<file path="config.mk">
export PLATFORM = sky130hd
export DESIGN_NAME = agex_mul_sequencer_flat
export DESIGN_NICKNAME = d
export VERILOG_FILES = /design/src/rtl/agex_mul_sequencer_if.sv /design/src/rtl/agex_mul_sequencer.sv /design/src/flat_wrapper.sv
export SDC_FILE = /design/constraint.sdc
export NUM_CORES = 1
export LEC_CHECK = 0
export ABC_AREA = 1
export CAP_MARGIN = 15
export CORE_AREA = 2 2 110 165
export CTS_BUF_LIST = sky130_fd_sc_hd__clkbuf_2
export DETAILED_ROUTE_END_ITERATION = 12
export DIE_AREA = 0 0 112 167
export GPL_TIMING_DRIVEN = 0
export PLACE_DENSITY_LB_ADDON = 0.15
export SKIP_LAST_GASP = 1
export SLEW_MARGIN = 0
export SYNTH_ARGS = -nofsm -noshare
export SYNTH_HDL_FRONTEND = slang
export SYNTH_SLANG_ARGS = --single-unit
</file>
<file path="constraint.sdc">
create_clock -name clk -period 5.59 [get_ports clk]
set_clock_uncertainty 0.1 [all_clocks]
set_input_delay 1.118 -clock clk [delete_from_list [all_inputs] [get_ports clk]]
set_output_delay 1.118 -clock clk [all_outputs]
set_load 0.03 [all_outputs]
</file>
<file path="src/rtl/agex_mul_sequencer_if.sv">
// rtl/agex_mul_sequencer_if.sv - request/flush/stall/result bundle between AGEX and the multiply sequencer
interface agex_mul_sequencer_if #(
  parameter int DBITS    = 32,
  parameter int TAG_BITS = 32
);
  logic                req_valid;
  logic [DBITS-1:0]    req_a;
  logic [DBITS-1:0]    req_b;
  logic [TAG_BITS-1:0] req_tag;
  logic                flush;
  logic                stall;
  logic                busy;
  logic                done_valid;
  logic [DBITS-1:0]    done_result;
  logic [TAG_BITS-1:0] done_tag;

  modport master (
    output req_valid, req_a, req_b, req_tag, flush,
    input  stall, busy, done_valid, done_result, done_tag
  );

  modport slave (
    input  req_valid, req_a, req_b, req_tag, flush,
    output stall, busy, done_valid, done_result, done_tag
  );
endinterface

</file>
<file path="src/rtl/agex_mul_sequencer.sv">
// rtl/agex_mul_sequencer.sv - iterative shift-add MUL sequencer for AGEX; optional AGEX_MUL_EARLY_EXIT_EN
module agex_mul_sequencer #(
  parameter int DBITS     = 32,
  parameter int STEP_BITS = 1,
  parameter int TAG_BITS  = 32
) (
  input logic                 clk,
  input logic                 reset,
  agex_mul_sequencer_if.slave bus
);
  localparam int STEPS = DBITS / STEP_BITS;
  localparam int CNT_W = $clog2(STEPS + 1);

  typedef enum logic [1:0] {IDLE, RUN, DONE} state_t;

  state_t              state;
  logic [DBITS-1:0]    acc;
  logic [DBITS-1:0]    a_sh;
  logic [DBITS-1:0]    b_sh;
  logic [CNT_W-1:0]    count;
  logic [TAG_BITS-1:0] tag_q;
  logic [TAG_BITS-1:0] done_tag_q;
  logic [DBITS-1:0]    done_result_q;
  logic                done_q;
  logic                busy_q;

  logic [DBITS-1:0]    partial;
  logic [DBITS-1:0]    acc_next;
  logic [DBITS-1:0]    b_next;
  logic                last_step;
  logic                accept;

  // Partial product of the multiplicand with the low STEP_BITS of the multiplier.
  always_comb begin
    partial = '0;
    for (int i = 0; i < STEP_BITS; i++) begin
      if (b_sh[i]) begin
        partial = partial + (a_sh << i);
      end
    end
    acc_next = acc + partial;
    b_next   = b_sh >> STEP_BITS;
  end

`ifdef AGEX_MUL_EARLY_EXIT_EN
  // Once the remaining multiplier bits are all zero the accumulator is final.
  assign last_step = (count == CNT_W'(STEPS - 1)) || (b_next == '0);
`else
  assign last_step = (count == CNT_W'(STEPS - 1));
`endif

  assign accept = bus.req_valid && !bus.flush;

  always_ff @(posedge clk) begin
    if (reset) begin
      state         <= IDLE;
      acc           <= '0;
      a_sh          <= '0;
      b_sh          <= '0;
      count         <= '0;
      tag_q         <= '0;
      done_tag_q    <= '0;
      done_result_q <= '0;
      done_q        <= 1'b0;
      busy_q        <= 1'b0;
    end else begin
      case (state)
        IDLE: begin
          done_q <= 1'b0;
          if (accept) begin
            a_sh   <= bus.req_a;
            b_sh   <= bus.req_b;
            tag_q  <= bus.req_tag;
            acc    <= '0;
            count  <= '0;
            busy_q <= 1'b1;
            state  <= RUN;
          end
        end
        RUN: begin
          if (bus.flush) begin
            busy_q <= 1'b0;
            state  <= IDLE;
          end else begin
            acc   <= acc_next;
            a_sh  <= a_sh << STEP_BITS;
            b_sh  <= b_next;
            count <= count + CNT_W'(1);
            if (last_step) begin
              done_q        <= 1'b1;
              done_result_q <= acc_next;
              done_tag_q    <= tag_q;
              state         <= DONE;
            end
          end
        end
        DONE: begin
          done_q <= 1'b0;
          busy_q <= 1'b0;
          state  <= IDLE;
        end
        default: begin
          done_q <= 1'b0;
          busy_q <= 1'b0;
          state  <= IDLE;
        end
      endcase
    end
  end

  // A flush seen during DONE kills the result before the AGEX latch takes it.
  assign bus.done_valid  = done_q && !bus.flush;
  assign bus.done_result = done_result_q;
  assign bus.done_tag    = done_tag_q;
  assign bus.busy        = busy_q;
  assign bus.stall       = (state == IDLE && accept) || (state == RUN);
endmodule
</file>
<file path="src/flat_wrapper.sv">
// flat-port wrapper written by rule: the top's interface ports become plain ports
module agex_mul_sequencer_flat 
#(
  parameter int DBITS     = 32,
  parameter int STEP_BITS = 1,
  parameter int TAG_BITS  = 32
)
  (clk, reset, bus_req_valid, bus_req_a, bus_req_b, bus_req_tag, bus_flush, bus_stall, bus_busy, bus_done_valid, bus_done_result, bus_done_tag);
  agex_mul_sequencer_if #(.DBITS(DBITS), .TAG_BITS(TAG_BITS)) bus_i ();
  input logic clk;
  input logic reset;
  input wire logic [$bits(bus_i.req_valid)-1:0] bus_req_valid;
  input wire logic [$bits(bus_i.req_a)-1:0] bus_req_a;
  input wire logic [$bits(bus_i.req_b)-1:0] bus_req_b;
  input wire logic [$bits(bus_i.req_tag)-1:0] bus_req_tag;
  input wire logic [$bits(bus_i.flush)-1:0] bus_flush;
  output wire logic [$bits(bus_i.stall)-1:0] bus_stall;
  output wire logic [$bits(bus_i.busy)-1:0] bus_busy;
  output wire logic [$bits(bus_i.done_valid)-1:0] bus_done_valid;
  output wire logic [$bits(bus_i.done_result)-1:0] bus_done_result;
  output wire logic [$bits(bus_i.done_tag)-1:0] bus_done_tag;
  assign bus_i.req_valid = bus_req_valid;
  assign bus_i.req_a = bus_req_a;
  assign bus_i.req_b = bus_req_b;
  assign bus_i.req_tag = bus_req_tag;
  assign bus_i.flush = bus_flush;
  assign bus_stall = bus_i.stall;
  assign bus_busy = bus_i.busy;
  assign bus_done_valid = bus_i.done_valid;
  assign bus_done_result = bus_i.done_result;
  assign bus_done_tag = bus_i.done_tag;
  agex_mul_sequencer #(.DBITS(DBITS), .STEP_BITS(STEP_BITS), .TAG_BITS(TAG_BITS)) u_core (.clk(clk), .reset(reset), .bus(bus_i));
endmodule
</file>
After elaboration in Yosys (flattened, before gate mapping)
Index checks and enable logic that the tools add are counted.
- register bits: 202
- bits in latches: 0
- bits in writable memories: 0
- memory bits (read-only): 0
- logic and storage cells: 54
- memories: 0
- $add $sub $neg: 2
- multipliers: 0
- div/mod/pow operators: 0
- $lt $le $gt $ge: 0
- equality and inequality tests: 6
- shift operators: 0
- muxes and demuxes: 20
- bitwise gates (word level): 2
- reductions and logical operators: 14
- operators by type and width (cell ; number):
    32-bit 2-to-1 mux ; 7
    32-bit one-hot mux with 2 select lines ; 3
    32-bit adder ; 1
    6-bit 2-to-1 mux ; 2
    6-bit one-hot mux with 2 select lines ; 1
    2-bit AND reduction ; 4
    6-bit by 1-bit adder with 6-bit output, second input constant ; 1
    6-bit by 5-bit equality test with 1-bit output, second input constant ; 1
    2-bit 2-to-1 mux ; 3
    3-bit AND reduction ; 2
    2-bit != test, second input constant ; 2
    2-bit one-hot mux with 2 select lines ; 1
    1-bit logical AND ; 3
    3-bit by 2-bit != test with 1-bit output, second input constant ; 1
    2-bit by 1-bit equality test with 1-bit output, second input constant ; 1
    2-bit logical NOT ; 1
    1-bit 2-to-1 mux ; 2
    2-bit by 1-bit != test with 1-bit output, second input constant ; 1
    1-bit inverter ; 2
    1-bit one-hot mux with 2 select lines ; 1
    2-bit nonzero test ; 1
    2-bit OR reduction ; 1
    1-bit logical NOT ; 1
    1-bit logical OR ; 1

Longest topological paths before layout
- depth in word-level cells: 4
- gate-level depth with buffers: 21
- gate-level depth less buffers: 19

Least setup slack after synthesis
No wires, ideal clock.
- path kind: input-to-output
- start: in bus_req_valid
- end: out bus_stall
- data arrival time: 2.093 ns
- required time: 4.372 ns
- slack: 2.279 ns
- stages: 6
- cells stage by stage: inv_1 nor2_1 nand2_1 clkbuf_1 clkbuf_1 nand2_1
- word-level cells in the longest chain between the ends: 3
- ends and longest elaborated chain (item ; RTL line ; source):
    start: declaration ; flat_wrapper.sv:12 ; input wire logic [$bits(bus_i.req_valid)-1:0] bus_req_valid;
    1-bit logical AND ; agex_mul_sequencer.sv:52 ; assign accept = bus.req_valid && !bus.flush;
    1-bit logical AND ; agex_mul_sequencer.sv:116 ; assign bus.stall = (state == IDLE && accept) || (state == RUN);
    1-bit logical OR ; agex_mul_sequencer.sv:116 ;
    end: declaration ; flat_wrapper.sv:17 ; output wire logic [$bits(bus_i.stall)-1:0] bus_stall;
Every way passes these cells.

Final worst setup path
- start: in bus_flush
- end: out bus_stall
- word-level cells in the longest chain between the ends: 4
- ends and longest elaborated chain (item ; RTL line ; source):
    start: declaration ; flat_wrapper.sv:16 ; input wire logic [$bits(bus_i.flush)-1:0] bus_flush;
    1-bit logical NOT ; agex_mul_sequencer.sv:52 ;
    1-bit logical AND ; agex_mul_sequencer.sv:52 ;
    1-bit logical AND ; agex_mul_sequencer.sv:116 ;
    1-bit logical OR ; agex_mul_sequencer.sv:116 ;
Every way passes these cells.

==> metrics.txt <==
status=completed; dpl hpwl=22260 µm; Iteration-0 DRC Markers=roughly 580; Area after DPL=about 0.012 mm²; DP Cell Count=1924; Mapped Area=a little over 0.01 mm²; crit path capture=bus_stall; Peak Freq=209.0 MHz; drt drc=0; fraction of layout cells with a size suffix above 1=under 10%; gpl congestion=~1.0; dpl ws=between 0.8 and 0.9 ns; synthesized net count=1679; antenna violations before repair=1; Die Height=about 170 µm; Site Rows=just under 60; Mean Syn Cell Area=6.594 µm²; Starting Density=just under 60%; CP Class=input pin to output pin; largest net degree at the start of global routing=13; pwr dens=221.2 mW/mm²; CTS clk-pin slew, worst paths=0.10 ns; Worst Max-Slew Pin Slew=roughly 0.73 ns; storage element area=just over 0.004 mm²; Root Buffer=clkbuf_2; RR Startpoint=u_core.b_sh[0]; Worst setup EP type=output pin; Distinct cells, synth=35; hold_buf cts=0; CORE AREA=0.01727 mm²; total global routing overflow=0; Clk Latency, worst-skew pair=0.81 ns; Crit. path cell count=7; Syn Inst Count=approximately 1.5k; clock sink count=approximately 200; Final Setup Violations=0; Worst Hold Launch=u_core.tag_q[16]; Setup TNS Final=0 ns; leakage power total=a little over 6 nW; sequential share of the synthesized area=39.67%; Synth Register Bits=approximately 200; Slew HR=approximately 50%; area of the multi-input gates=a little under 0.005 mm²; Worst Hold Class=flip-flop to flip-flop; wire length of the first global-routing pass=46110 µm; total number of yosys warnings=0; vias in the first global route=roughly 10k; final design utilization=around 72%; Async SR Flop Fraction=0%; Reg2Reg Capture Point=u_core.bus.done_result[22]; Layout Nets=about 1.9k; Critical Path, Cell by Cell=clkdlybuf4s50_1, nor2_1, nand2_1, clkbuf_1, clkbuf_1, nand2_1, clkdlybuf4s50_1; Critical-path top delay cell=clkdlybuf4s50_1; Resize count post-CTS=0; fin crit share=a little under nine tenths; gr usage total=between 20 and 30%; Longest Clk Path Bufs=3; I/O pin cnt=around 170; routed vias/inst=~5.2; fin area=around 0.013 mm²; FILL cells=1539; EDFF count, synth=0; R2R setup slack=2.19 ns; Area Growth Syn to Fin=22.83%; CTS buffer count=between 40 and 50; Worst Path Buf+Inv=4; required time worst endpoint=~4.4 ns; Final ANT Viol Nets=0; port buffer count=around 170; Worst Setup Slack, final=~0.81 ns; max-cap violations=0; post-CTS setup buffer count=0; WL/cell=14.29 µm; Critical Path Fanout Max=10; CTS tree=yes; final std cells w/o fill=approximately 2k; die width=~110 µm; final hold violations=0; htree depth=2; Main synth FF type=dfxtp_1; vias=10.50k; drt pass-1 iters=6; fin crit period=~4.8 ns; Slew Limit Fails=0; RSZ-0062 raised after global routing=false; cell class contributing the biggest share of worst-path delay=buffers and inverters; crit path DAT=~3.6 ns; CP peak stage delay=0.61 ns; Setup crit start=bus_flush; worst vdd ir=between 0.0002 and 0.00025 V; Setup crit start kind=input pin; total die area=about 0.019 mm²; R2R cell count=21; Post-Route WL=28630 µm
[how the worst min path moves through the flow]
stage	end	slack, ns	depth (start not counted)
2_1_floorplan	u_core.bus.done_tag[10]	0.33	2
3_3_place_gp	u_core.bus.done_tag[8]	0.34	2
3_5_place_dp	u_core.bus.done_tag[13]	0.34	2
4_1_cts	u_core.bus.done_tag[16]	0.33	2
5_1_grt	u_core.bus.done_tag[16]	0.35	2
6_report	u_core.bus.done_tag[16]	0.31	2
[stage by stage]
stage          hold slack [ns]  power [mW]
2_1_floorplan           0.3297       1.726
3_3_place_gp            0.3356       1.860
3_5_place_dp            0.3426       1.868
4_1_cts                 0.3260       2.783
5_1_grt                 0.3479       2.894
6_report                0.3120       2.770
[flip-flops by register name (all words and copies together), names as in the netlist]
signal / count
u_core.a_sh: 32
u_core.acc: 32
u_core.b_sh: 32
u_core.bus.done_result: 32
u_core.bus.done_tag: 32
u_core.tag_q: 32
u_core.count: 6
u_core.state: 2
u_core.bus.busy: 1
u_core.done_q: 1
[metal layers]
layer | vias up | routed length, µm | GRT usage (%)
li1 | 5336 | - | -
met5 | - | 0 | 0
met3 | 100 | 1380 | 4.403
met4 | 0 | 1295 | 14.63
met1 | 4710 | 11430 | 32.97
met2 | 349 | 14510 | 55.26
[worst reg2reg max path, delay by kind of cell (launching register included)]
family	cells	cell delay, ns
adder cells (fa/ha/maj)	2	0.58
buffers and inverters	6	1.03
flip-flops	1	0.32
AND/OR/NAND/NOR	13	1.28
[synth_stat cells, types with 3 or more instances]
library cell	instances	area, µm²
nor2_1	106	397.9
xor2_1	12	105.1
buf_2	11	55.05
inv_1	224	840.8
a21oi_1	118	590.6
o21ai_1	11	55.05
buf_6	7	78.83
inv_2	5	18.77
nand3_1	40	200.2
ha_1	32	400.4
a21o_1	3	22.52
a211oi_1	4	30.03
nand3b_1	4	30.03
xnor2_1	3	26.28
buf_1	6	22.52
nor3_1	7	35.03
or2_2	3	18.77
dfxtp_1	202	4044
o21ai_0	140	700.7
clkbuf_1	52	195.2
nand2_1	477	1790
a31oi_1	62	387.9
[cells by family (layout without fill, tap and decap cells)]
family / count (synthesis) / in the layout / synth area share, %
simple gates: 645 / 645 / 24.95
compound gates: 343 / 343 / 17.89
buf+inv: 308 / 551 / 12.08
flops: 202 / 202 / 39.67
fa+ha+maj: 33 / 33 / 4.124
xor+xnor: 15 / 15 / 1.289
other cells: 0 / 1 / 0
[area by class of cell]
class	instances	share of cell area, %
Antenna cell	1	0.01998
Buffer	78	2.928
Timing Repair Buffer	165	13.19
Inverter	230	6.904
Clock inverter	13	0.6495
Clock buffer	65	2.598
Sequential cell	202	32.29
Multi-Input combinational cell	1036	39.29
Tap cell	213	2.128
[where the power goes]
part	leakage [nW]	internal [mW]	switching (mW)
Sequential	1.65	1.50	0.0324
Combinational	4.13	0.131	0.178
Clock	0.309	0.357	0.573
[layout by cell type, fill, tap and decap left out, types with 2 or more instances in the layout]
cell and count:
xnor2_1 3, buf_1 6, ha_1 32, a211oi_1 4
clkbuf_2 65, a21o_1 3, nor3_1 7, buf_4 2
clkdlybuf4s50_1 165, nand3b_1 4, inv_2 6, o21a_1 2
o21ai_1 11, clkinv_2 3, o21ai_0 140, nor2_2 2
or2_2 3, buf_6 7, clkbuf_1 52, nand3_1 40
nand2_2 2, buf_2 11, a31oi_1 62, a21oi_1 118
xor2_1 12, nor2_1 106, clkinv_1 8, inv_1 224
dfxtp_1 202, nand2_1 477
Power figures use the tool's default switching activity.
